[config.mk]
export PLATFORM = sky130hd
export DESIGN_NAME = fc_param_writer
export DESIGN_NICKNAME = d
export VERILOG_FILES = /design/src/rtl/fc_param_writer.sv
export SDC_FILE = /design/constraint.sdc
export NUM_CORES = 1
export LEC_CHECK = 0
export ABC_AREA = 1
export BUFFER_PORTS_ARGS = -buffer_cell sky130_fd_sc_hd__buf_2
export CORE_MARGIN = 2
export CORE_UTILIZATION = 35
export DETAILED_ROUTE_END_ITERATION = 12
export GPL_TIMING_DRIVEN = 1
export RECOVER_POWER = 50
export SYNTH_ARGS = -nofsm -noshare
export SYNTH_HDL_FRONTEND = slang
export SYNTH_SLANG_ARGS = --single-unit
[constraint.sdc]
create_clock -name clk -period 6.9 [get_ports clk]
set_input_delay 0.345 -clock clk [delete_from_list [all_inputs] [get_ports clk]]
set_output_delay 0.345 -clock clk [all_outputs]
set_load 0.1 [all_outputs]
[src/rtl/fc_param_writer.sv]
// fc_param_writer: read-modify-write pan/zoom/home updates of the fractcore view words
module fc_param_writer #(
  parameter int          PAN_SHIFT  = 4,
  parameter int          ZOOM_SHIFT = 3,
  parameter logic [31:0] ZOOM_MIN   = 32'h0000_0100,
  parameter logic [31:0] ZOOM_MAX   = 32'h4000_0000,
  parameter logic [31:0] HOME_X     = 32'hFE00_0000,
  parameter logic [31:0] HOME_Y     = 32'h0000_0000,
  parameter logic [31:0] HOME_ZOOM  = 32'h0400_0000
) (
  input  logic        clk,
  input  logic        reset,
  input  logic        cmd_valid,
  input  logic [2:0]  cmd_op,
  output logic        cmd_ready,
  output logic        done,
  output logic        f_memwrite,
  output logic [12:0] addr,
  output logic [31:0] writedata,
  input  logic [31:0] readdata
);
  typedef enum logic [2:0] {IDLE, RD_ZOOM, RD_TGT, WR, WR_H0, WR_H1, WR_H2, DONE} state_t;
  localparam logic signed [33:0] P_MAX = 34'sd2147483647;
  localparam logic signed [33:0] P_MIN = -34'sd2147483648;
  state_t state_q, state_d;
  logic [2:0] op_q, op_d;
  logic [31:0] zoom_q, zoom_d, tgt_q, tgt_d;
  logic [31:0] sh_p, step, sh_z, dz, zin, zout, pan_sat, result;
  logic [32:0] zsum;
  logic signed [33:0] pan_s;
  logic [4:0] tgt_addr, a5;
  always_ff @(posedge clk) begin
    if (reset) begin
      state_q <= IDLE;
      op_q    <= '0;
      zoom_q  <= '0;
      tgt_q   <= '0;
    end else begin
      state_q <= state_d;
      op_q    <= op_d;
      zoom_q  <= zoom_d;
      tgt_q   <= tgt_d;
    end
  end
  always_comb begin
    state_d = state_q;
    op_d    = op_q;
    zoom_d  = zoom_q;
    tgt_d   = tgt_q;
    unique case (state_q)
      IDLE: if (cmd_valid) begin
        op_d    = cmd_op;
        state_d = cmd_op == 3'd6 ? WR_H0 : cmd_op == 3'd7 ? DONE : RD_ZOOM;
      end
      RD_ZOOM: begin
        zoom_d  = readdata;
        state_d = RD_TGT;
      end
      RD_TGT: begin
        tgt_d   = readdata;
        state_d = WR;
      end
      WR:      state_d = DONE;
      WR_H0:   state_d = WR_H1;
      WR_H1:   state_d = WR_H2;
      WR_H2:   state_d = DONE;
      DONE:    state_d = IDLE;
      default: state_d = IDLE;
    endcase
  end
  always_comb begin
    sh_p     = zoom_q >> PAN_SHIFT;
    step     = sh_p == '0 ? 32'd1 : sh_p;
    sh_z     = zoom_q >> ZOOM_SHIFT;
    dz       = sh_z == '0 ? 32'd1 : sh_z;
    pan_s    = op_q[0] ? $signed({{2{tgt_q[31]}}, tgt_q}) + $signed({2'b00, step})
                       : $signed({{2{tgt_q[31]}}, tgt_q}) - $signed({2'b00, step});
    pan_sat  = pan_s > P_MAX ? 32'h7FFF_FFFF : pan_s < P_MIN ? 32'h8000_0000 : pan_s[31:0];
    zin      = (zoom_q < dz || (zoom_q - dz) < ZOOM_MIN) ? ZOOM_MIN : zoom_q - dz;
    zsum     = {1'b0, zoom_q} + {1'b0, dz};
    zout     = (zsum[32] || zsum[31:0] > ZOOM_MAX) ? ZOOM_MAX : zsum[31:0];
    result   = op_q[2] ? (op_q[0] ? zout : zin) : pan_sat;
    tgt_addr = op_q[2:1] == 2'd0 ? 5'h1F : op_q[2:1] == 2'd1 ? 5'h1E : 5'h1D;
    a5       = state_q == RD_ZOOM ? 5'h1D :
               (state_q == RD_TGT || state_q == WR) ? tgt_addr :
               state_q == WR_H0 ? 5'h1F :
               state_q == WR_H1 ? 5'h1E :
               state_q == WR_H2 ? 5'h1D : 5'h00;
    addr       = {8'd0, a5};
    writedata  = state_q == WR    ? result :
                 state_q == WR_H0 ? HOME_X :
                 state_q == WR_H1 ? HOME_Y :
                 state_q == WR_H2 ? HOME_ZOOM : 32'd0;
    f_memwrite = state_q == WR || state_q == WR_H0 || state_q == WR_H1 || state_q == WR_H2;
    cmd_ready  = state_q == IDLE;
    done       = state_q == DONE;
  end
endmodule

# Word-level counts from Yosys, hierarchy flattened
# Cells that the tools add are included.
[word_totals]
reg_bits = 70
in_bits = 38
output_inout_bits = 48
word_cells = 60
[op_classes]
addsub = 4
n_lt_le_gt_ge = 5
eq_ne = 11
n_mux = 24
n_reduce_logical = 12
[ops]
columns = ["operator", "n"]
rows = [
  ["32-bit 2-to-1 mux", 8],
  ["32-bit by 29-bit adder with 33-bit output", 2],
  ["32-bit zero test", 2],
  ["27-bit 2-to-1 mux", 2],
  ["34-bit by 32-bit greater-than comparator with 1-bit output, second input constant", 1],
  ["34-bit by 32-bit less-than comparator with 1-bit output, second input constant", 1],
  ["34-bit 2-to-1 mux", 1],
  ["32-bit by 29-bit subtractor with 33-bit output", 1],
  ["32-bit by 31-bit greater-than comparator with 1-bit output, second input constant", 1],
  ["32-bit by 29-bit less-than comparator with 1-bit output", 1],
  ["32-bit by 9-bit less-than comparator with 1-bit output, second input constant", 1],
  ["32-bit by 29-bit subtractor with 32-bit output", 1],
  ["29-bit 2-to-1 mux", 1],
  ["28-bit 2-to-1 mux", 1],
  ["5-bit 2-to-1 mux", 5],
  ["3-bit one-hot mux with 7 select lines", 1],
  ["3-bit == test, second input constant", 6],
  ["3-bit 2-to-1 mux", 3],
  ["3-bit by 2-bit == test with 1-bit output, second input constant", 2],
  ["1-bit logical OR", 6],
  ["2-bit 2-to-1 mux", 2],
  ["3-bit by 1-bit == test with 1-bit output, second input constant", 1],
  ["3-bit zero test", 1],
  ["2-bit by 1-bit == test with 1-bit output, second input constant", 1],
  ["other kinds (4)", 4],
]

# Longest topological paths before layout
# Gate-level depths: netlist of the first run.
[depth]
word_depth = 9
depth_mapped = 32

# Worst setup path before layout of the first run
# OpenSTA, ideal clock, no wires.
[synth_timing]
kind = "register to output"
startpoint = "register zoom_q[24]"
endpoint = "output port writedata[3]"
arrival_time_ps = 5358
path_slack_ps = 1197
stages_incl_launch_ff = 33
cell_sequence = "dfxtp_1 inv_1 nand3_1 nor2_1 nand3_1 nor2_2 nand3_1 nand2_1 inv_1 ha_1 nand3_1 nor2_1 nand3_2 nor2_2 nand2_2 nor3_1 nand2_1 o21ai_0 xor2_1 ha_1 a21oi_1 o21ai_0 nand2_1 o311ai_0 a21oi_1 nand2_2 xor2_1 nand2_2 inv_2 buf_6 o21ai_0 nand2_1 a21oi_1"
[synth_via]
elab_chain_len = 9
elab_cells_between_ends = 23
classes_between = "add/sub (4); order compare (5); mux (10); reduce/logical (4)"
[synth_lines]
columns = ["element", "line", "text"]
rows = [
  ["start: declaration", "27", "logic [31:0] zoom_q, zoom_d, tgt_q, tgt_d;"],
  ["start signal: assignment", "41", "zoom_q <= zoom_d;"],
  ["32-bit zero test, on equally long branches", "73, 75", ""],
  ["28-bit 2-to-1 mux / 29-bit 2-to-1 mux (equally long branches)", "73, 75", ""],
  ["32-bit by 29-bit subtractor with 33-bit output (tied with other cells)", "77", ": $signed({{2{tgt_q[31]}}, tgt_q}) - $signed({2'b00, step});"],
  ["34-bit 2-to-1 mux (tied with other cells)", "76", "pan_s = op_q[0] ? $signed({{2{tgt_q[31]}}, tgt_q}) + $signed({2'b00, step})"],
  ["34-bit by 32-bit less-than comparator with 1-bit output (tied with other cells)", "78", "pan_sat = pan_s > P_MAX ? 32'h7FFF_FFFF : pan_s < P_MIN ? 32'h8000_0000 : pan_s[31:0];"],
  ["32-bit 2-to-1 mux, on equally long branches", "78, 79, 81", ""],
  ["32-bit 2-to-1 mux, on equally long branches", "78, 82", ""],
  ["32-bit 2-to-1 mux *", "82", "result = op_q[2] ? (op_q[0] ? zout : zin) : pan_sat;"],
  ["32-bit 2-to-1 mux *", "90", "writedata = state_q == WR ? result :"],
  ["end: declaration", "19", "output logic [31:0] writedata,"],
]
# Every way passes the cells marked *; elsewhere a longest branch is shown, timed or not.

# Final worst setup path of the first run
[layout_timing]
startpoint = "register zoom_q[22]"
endpoint = "output port writedata[8]"
# The elaborated chain is that of the path after synthesis.

==> summary.txt, run 1 <==
Detailed routing
  • Post-route DRC: 0
  • Vias per inst: 5.37
  • Vias: 13100
  • First-pass detailed-route iteration total: 5
  • Wirelength, routed: 45.3 mm
  • Routed Antenna Nets: 0
  • Wire per inst: 18.6 microns
  • Iteration-0 DRC count of the detailed router: 1190

Layout
  • Share of post-route cells with drive strength above 1: 8.69%
  • Nets@finish: 2166
  • Layout Cells excl Fill: 2438
  • Final Core Density: 37.8%
  • P&R area growth vs syn: 5.63%
  • Antenna Diode Count: 0

Worst hold path
  • Min-delay worst type: primary input to flip-flop

Global routing
  • Antenna violations before repair: 0
  • GRT Residual Overflow: 0
  • Global-route wire length before repair: 68.8 mm
  • Global Route Usage Sum: 26.3%
  • Largest net degree at the start of global routing: 63
  • Vias in the first global route: 12400

Setup path
  • Crit-path max FO: 24
  • Critical path data arrival time: 6.18 ns
  • Critical Path Sink Type: primary output
  • Startpoint types: flip-flop
  • Delay-heaviest family, CP: simple AND/OR/NAND/NOR gates
  • Max stage delay cell, worst path: dfxtp_1
  • Slowest cell delay on critical path: 0.48 ns
  • Crit path buf inv count: 4
  • Kind of critical path: flip-flop to primary output
  • Worst Path Required: 6.55 ns

Logic synthesis
  • Synth top area cells: nand2_1 20%, dfxtp_1 12%, ha_1 10%, inv_1 9.1%, a21oi_1 8.3%
  • Synth Flop Type: dfxtp_1
  • Cells after Synth: 2037
  • Post-Syn Area: 0.0113 sq mm
  • Synth async-reset ratio: 0%
  • Netlist cell types: 52
  • Post-synth EDFFs: 0
  • Synth top area share: 20.2%
  • Synth area leader: nand2_1
  • Post-synthesis register bit count: 70
  • Syn_area_per_cell: 5.57 sq um
  • Seq/Total Area, Yosys: 12.4%
  • Syn. warnings: 0

Die
  • Num rows: 65
  • Die Wd: 184 microns
  • Io pins: 86
  • Initial core utilization: 35.8%
  • Core area: 0.0317 sq mm
  • Vert. Die Dim: 184 microns
  • DIE AREA: 0.0339 sq mm

Timing
  • Fin crit share: 94.6%
  • Layout Skew: 0.00491 ns
  • Post-layout min period: 6.53 ns
  • WHS: 0.284 ns
  • Worst Max-Slew Pin Slew: 1.59 ns
  • Fmax: 0.153 GHz
  • Final hold violation count: 0
  • Final Max Slew Viols: 68
  • Final setup vio count: 0
  • RSZ-0062 raised after global routing: false
  • Sum Neg Setup Slack: 0 ns
  • Rel. slew slack: -6.01%

Place
  • Placed cells: 2422
  • IO Port Bufs: 77
  • Detailed Place HPWL: 37.1 mm
  • Placer Congestion: 0.959

Clock tree
  • TritonCTS buffer count: 9
  • Worst skew pair latency: 0.35 ns
  • H-tree levels: 3
  • Worst-path clk slew: 0.06 ns
  • Hold-fix buffers, CTS: 0
  • CTS sink count: 70
  • Resize count post-CTS: 0
  • CTS max path bufs: 2
  • TritonCTS clock tree: done
  • Clk root buf: clkbuf_16
  • Post-CTS Setup Repair Bufs: 0

Run status
  • Status: complete, but fails checks
  • Failing checks: capacitance limit, slew limit

Job
  • Max-cap viol count: 2
==> registers in the layout (all words and copies together), names as in the netlist <==
signal / count
tgt_q: 32
state_q: 3
op_q: 3
zoom_q: 32
==> synthesized netlist by cell type, drive strengths merged (3+ instances only) <==
| cell type | instances |
|---|---|
| inv | 287 |
| and2 | 4 |
| o21ai | 135 |
| ha | 93 |
| xnor2 | 17 |
| dfxtp | 70 |
| nor2 | 193 |
| a21oi | 193 |
| xor2 | 56 |
| fa | 3 |
| nand3 | 150 |
| clkbuf | 67 |
| nor3 | 18 |
| nand2 | 631 |
| nand3b | 7 |
| nand4 | 29 |
| a31oi | 6 |
| o21bai | 8 |
| buf | 41 |
| or2 | 4 |
| nor4 | 7 |
==> worst reg2reg max path: stages (launching register included) <==
cell,delay [ns]
dfxtp_1,0.37
clkinv_1,0.86
nand2_1,0.30
clkbuf_1,1.17
o21ai_0,0.23
a21oi_1,0.19
==> through the flow <==
step	area, sq um	worst slack [ns]
finish	12000	0.372
global route	12000	0.00643
CTS	11900	0.0153
detailed placement	11600	0.437
global placement	11600	0.585
floorplan	11400	1.20
==> cells in the final DEF (no fill, tap or decap), types with 8 or more instances in the layout <==
| cell | instances |
|---|---|
| nand2_2 | 21 |
| o21ai_0 | 127 |
| xor2_1 | 54 |
| buf_4 | 8 |
| nor2_1 | 174 |
| a21oi_1 | 187 |
| dfxtp_1 | 69 |
| nor3_1 | 17 |
| nor2_2 | 16 |
| xnor2_1 | 17 |
| nand4_1 | 29 |
| inv_1 | 276 |
| o21bai_1 | 8 |
| clkbuf_16 | 9 |
| nand3_1 | 143 |
| inv_2 | 11 |
| ha_1 | 93 |
| nand2_1 | 609 |
| conb_1 | 8 |
| buf_2 | 68 |
==> layer usage <==
metal,GRT usage (%),part of all wire (%),vias to the layer above
li1,-,-,6449
met1,35.6,45,6056
met2,44.6,46,526
met3,2.10,6.8,71
met4,7.62,3.0,0
met5,0,0,-
==> logic make-up after synthesis <==
group	synth area share [%]
other	0.0331
adder cells (fa/ha/maj)	10.8
AO/OA/AOI/OAI	16.6
AND/OR/NAND/NOR	39.1
buffers and inverters	15.5
flip-flops	12.4
XOR/XNOR	5.64
==> final timing paths <==
check / from / slack [ns] / end / depth (start not counted)
setup / recovery: zoom_q[22]$_SDFFE_PP0P_ / 0.37 / writedata[8] / 32
hold reg to reg: op_q[1]$_SDFFE_PP0P_ / 0.45 / op_q[1]$_SDFFE_PP0P_ / 2
setup reg to reg: state_q[0]$_SDFFE_PP0P_ / 3.69 / tgt_q[1]$_SDFFE_PP0P_ / 5
hold / removal: readdata[26] / 0.28 / tgt_q[26]$_SDFFE_PP0P_ / 3
==> layout make-up <==
class                      count  area, sq um
fill                        3608        19700
multi-input combinational   1577         8250
sequential                    70         1400
inverter                     289         1080
tap                          402          503
timing repair buffer          85          460
clock buffer                  11          243
clock inverter                 4         32.5
Power of run 1 is left out: the tool's default activity adds up to more than one toggle a clock period on the data nets, which glitch-free logic cannot reach.
==> run 2: changes to the inputs <==
Settings changed: MAX_ROUTING_LAYER set to met4, REMOVE_ABC_BUFFERS set to 1.
==> run 2 against run 1 <==
  * The run still ends with capacitance limit, slew limit left
  * Final cell count rose by 0.12%
  * Global-route usage increased by 1.3 points
  * Hold slack lost 0.016 ns
  * Sequential share of layout area hardly changed
  * Clock skew increased by 0.0025 ns
  * Highest routed layer unchanged
==> summary.txt, run 2 (synthesized netlist as in run 1, its figures left out) <==
Run status
  • Status: complete, but fails checks
  • Failing checks: capacitance limit, slew limit

Timing
  • RSZ-0062 raised after global routing: false
  • Fmax: 0.153 GHz (about the same)
  • Final setup vio count: 0 (unchanged)
  • Sum Neg Setup Slack: 0 ns (unchanged)
  • Worst Max-Slew Pin Slew: 1.82 ns (+0.233 ns)
  • Final Max Slew Viols: 140 (+110%)
  • Post-layout min period: 6.52 ns (-0.00496 ns)
  • Fin crit share: 94.5% (about the same)
  • Final hold violation count: 0 (unchanged)
  • Layout Skew: 0.00736 ns (+0.00246 ns)
  • Rel. slew slack: -21.5% (-16 points)
  • WHS: 0.268 ns (-0.0163 ns)

Worst hold path
  • Min-delay worst type: primary input to flip-flop
  • Hold_sp: cmd_valid
  • Hold path depth: 3 (unchanged)
  • Hold EP: state_q[2]$_SDFFE_PP0P_

Place
  • Detailed Place HPWL: 37.5 mm (+1.1%)
  • Placer Congestion: 1.02 (+6.1%)
  • IO Port Bufs: 77 (unchanged)

Die
  • Die Wd: 184 microns (unchanged)
  • Io pins: 86 (unchanged)
  • Core area: 0.0317 sq mm (unchanged)
  • DIE AREA: 0.0339 sq mm (unchanged)
  • Vert. Die Dim: 184 microns (unchanged)
  • Initial core utilization: 35.8% (unchanged)
  • Num rows: 65 (unchanged)

Global routing
  • Largest net degree at the start of global routing: 49 (-22%)
  • GRT Residual Overflow: 0 (unchanged)
  • Global-route wire length before repair: 69.4 mm (+0.90%)
  • Vias in the first global route: 12300 (-1.3%)
  • Global Route Usage Sum: 27.6% (+1.3 points)
  • Antenna violations before repair: 0 (unchanged)

Detailed routing
  • Vias: 13000 (-0.55%)
  • Vias per inst: 5.34 (-0.67%)
  • First-pass detailed-route iteration total: 5 (unchanged)
  • Post-route DRC: 0 (unchanged)
  • Iteration-0 DRC count of the detailed router: 1418 (+19%)
  • Wire per inst: 18.8 microns (+0.83%)
  • Wirelength, routed: 45.8 mm (+0.96%)
  • Routed Antenna Nets: 0 (unchanged)

Setup path
  • Crit-path max FO: 24 (unchanged)
  • Reg-to-reg slack, setup: 3.48 ns (-0.21 ns)
  • Max stage delay cell, worst path: dfxtp_1
  • Critical Path Sink Type: primary output
  • R2R cell count: 7 (+2)
  • Worst Path Required: 6.55 ns (about the same)
  • Critical path data arrival time: 6.18 ns (about the same)
  • Startpoint types: flip-flop
  • Kind of critical path: flip-flop to primary output
  • Reg2reg end: tgt_q[1]$_SDFFE_PP0P_
  • Worst R2R Start: state_q[1]$_SDFFE_PP0P_
  • Slowest cell delay on critical path: 0.48 ns (about the same)

Layout
  • Commonest non-fill, non-tap cell in the layout: nand2_1
  • Share of post-route cells with drive strength above 1: 8.63% (-0.062 points)
  • Final Core Density: 37.8% (+0.083 points)
  • Antenna Diode Count: 0 (unchanged)
  • Nets@finish: 2169 (+0.14%)
  • Most frequent cells in the layout: 609 x nand2_1, 276 x inv_1, 187 x a21oi_1, 176 x nor2_1, 143 x nand3_1
  • Biggest regs: tgt_q x32, zoom_q x32
  • P&R area growth vs syn: 5.86%

Power and ir drop
  • Share of power burned in registers: 8.8%
  • Switching share of power: 65.8%
  • Logic pwr share: 84.7%
  • Psw: 4.58 mW
  • PwrDens: 580 mW/mm^2
  • Int Pwr: 2.38 mW
  • Leak Pwr: 6.35 nW
  • Clk pwr share: 6.5%
  • Worst vdd rail ir drop: 0.470 mV

Clock tree
  • Post-CTS Setup Repair Bufs: 0 (unchanged)
  • CTS max path bufs: 2 (unchanged)
  • Clk root buf: clkbuf_16
  • CTS sink count: 70 (unchanged)
  • Hold-fix buffers, CTS: 0 (unchanged)
  • TritonCTS buffer count: 9 (unchanged)
  • Worst skew pair latency: 0.35 ns (about the same)
  • Worst-path clk slew: 0.06 ns (about the same)
  • TritonCTS clock tree: done
  • H-tree levels: 3 (unchanged)

Job
  • Max-cap viol count: 4 (+2)
-- run 2: cell type report --
type | count | area, sq um
Timing Repair Buffer | 89 | 524
Sequential cell | 70 | 1400
Clock buffer | 11 | 253
Inverter | 289 | 1080
Tap cell | 402 | 503
Fill cell | 3639 | 19700
Clock inverter | 4 | 22.5
Multi-Input combinational cell | 1576 | 8220
-- run 2: worst max path at each step --
stage | start | endpoint | slack [ns]
after global placement | zoom_q[24]$_SDFFE_PP0P_ | writedata[8] | 0.60
after detailed placement | zoom_q[24]$_SDFFE_PP0P_ | writedata[8] | 0.69
after floorplan | op_q[0]$_SDFFE_PP0P_ | writedata[10] | 0.94
after CTS | zoom_q[24]$_SDFFE_PP0P_ | writedata[8] | 0.27
final | zoom_q[24]$_SDFFE_PP0P_ | writedata[20] | 0.38
after global routing | zoom_q[24]$_SDFFE_PP0P_ | writedata[3] | 0.001
-- run 2: stage by stage --
stage | cells | power [mW] | area, sq um | setup WS (ns)
6_report | 2441 | 6.96 | 12000 | 0.377
5_1_grt | 2441 | 7.56 | 12000 | 0.00143
4_1_cts | 2441 | 6.84 | 12000 | 0.273
3_5_place_dp | 2426 | 6.35 | 11700 | 0.690
3_3_place_gp | 2426 | 6.42 | 11700 | 0.600
2_1_floorplan | 1935 | 4.63 | 10700 | 0.938
-- run 2: what timing repair did --
action | 4_1_cts | 5_1_grt
endpoints found under the hold margin | 0 | 0
setup endpoints to repair | 0 | 30
gates resized for setup | 0 | 30
-- run 2: power groups by stage --
| stage | registers (mW) | logic (mW) | clock network [mW] |
|---|---|---|---|
| floorplan | 0.590 | 4.04 | 0 |
| global placement | 0.612 | 5.81 | 0 |
| detailed placement | 0.614 | 5.73 | 0 |
| CTS | 0.605 | 5.78 | 0.461 |
| global route | 0.621 | 6.46 | 0.476 |
| finish | 0.610 | 5.90 | 0.455 |
-- run 2: metal layers --
layer,part of all wire [%],global-route usage [%]
met5,0,-
met4,2.5,7.52
met3,5.9,1.92
met2,46,45.5
met1,46,36.4
-- run 2: critical path, delay by kind of cell, from the launching register on --
kind	cells	cell delay [ns]
buf+inv	4	0.95
flops	1	0.48
compound gates	7	1.29
fa+ha+maj	2	0.56
xor+xnor	2	0.40
simple gates	17	2.17
Note: power is estimated with default switching activity, not from simulation.
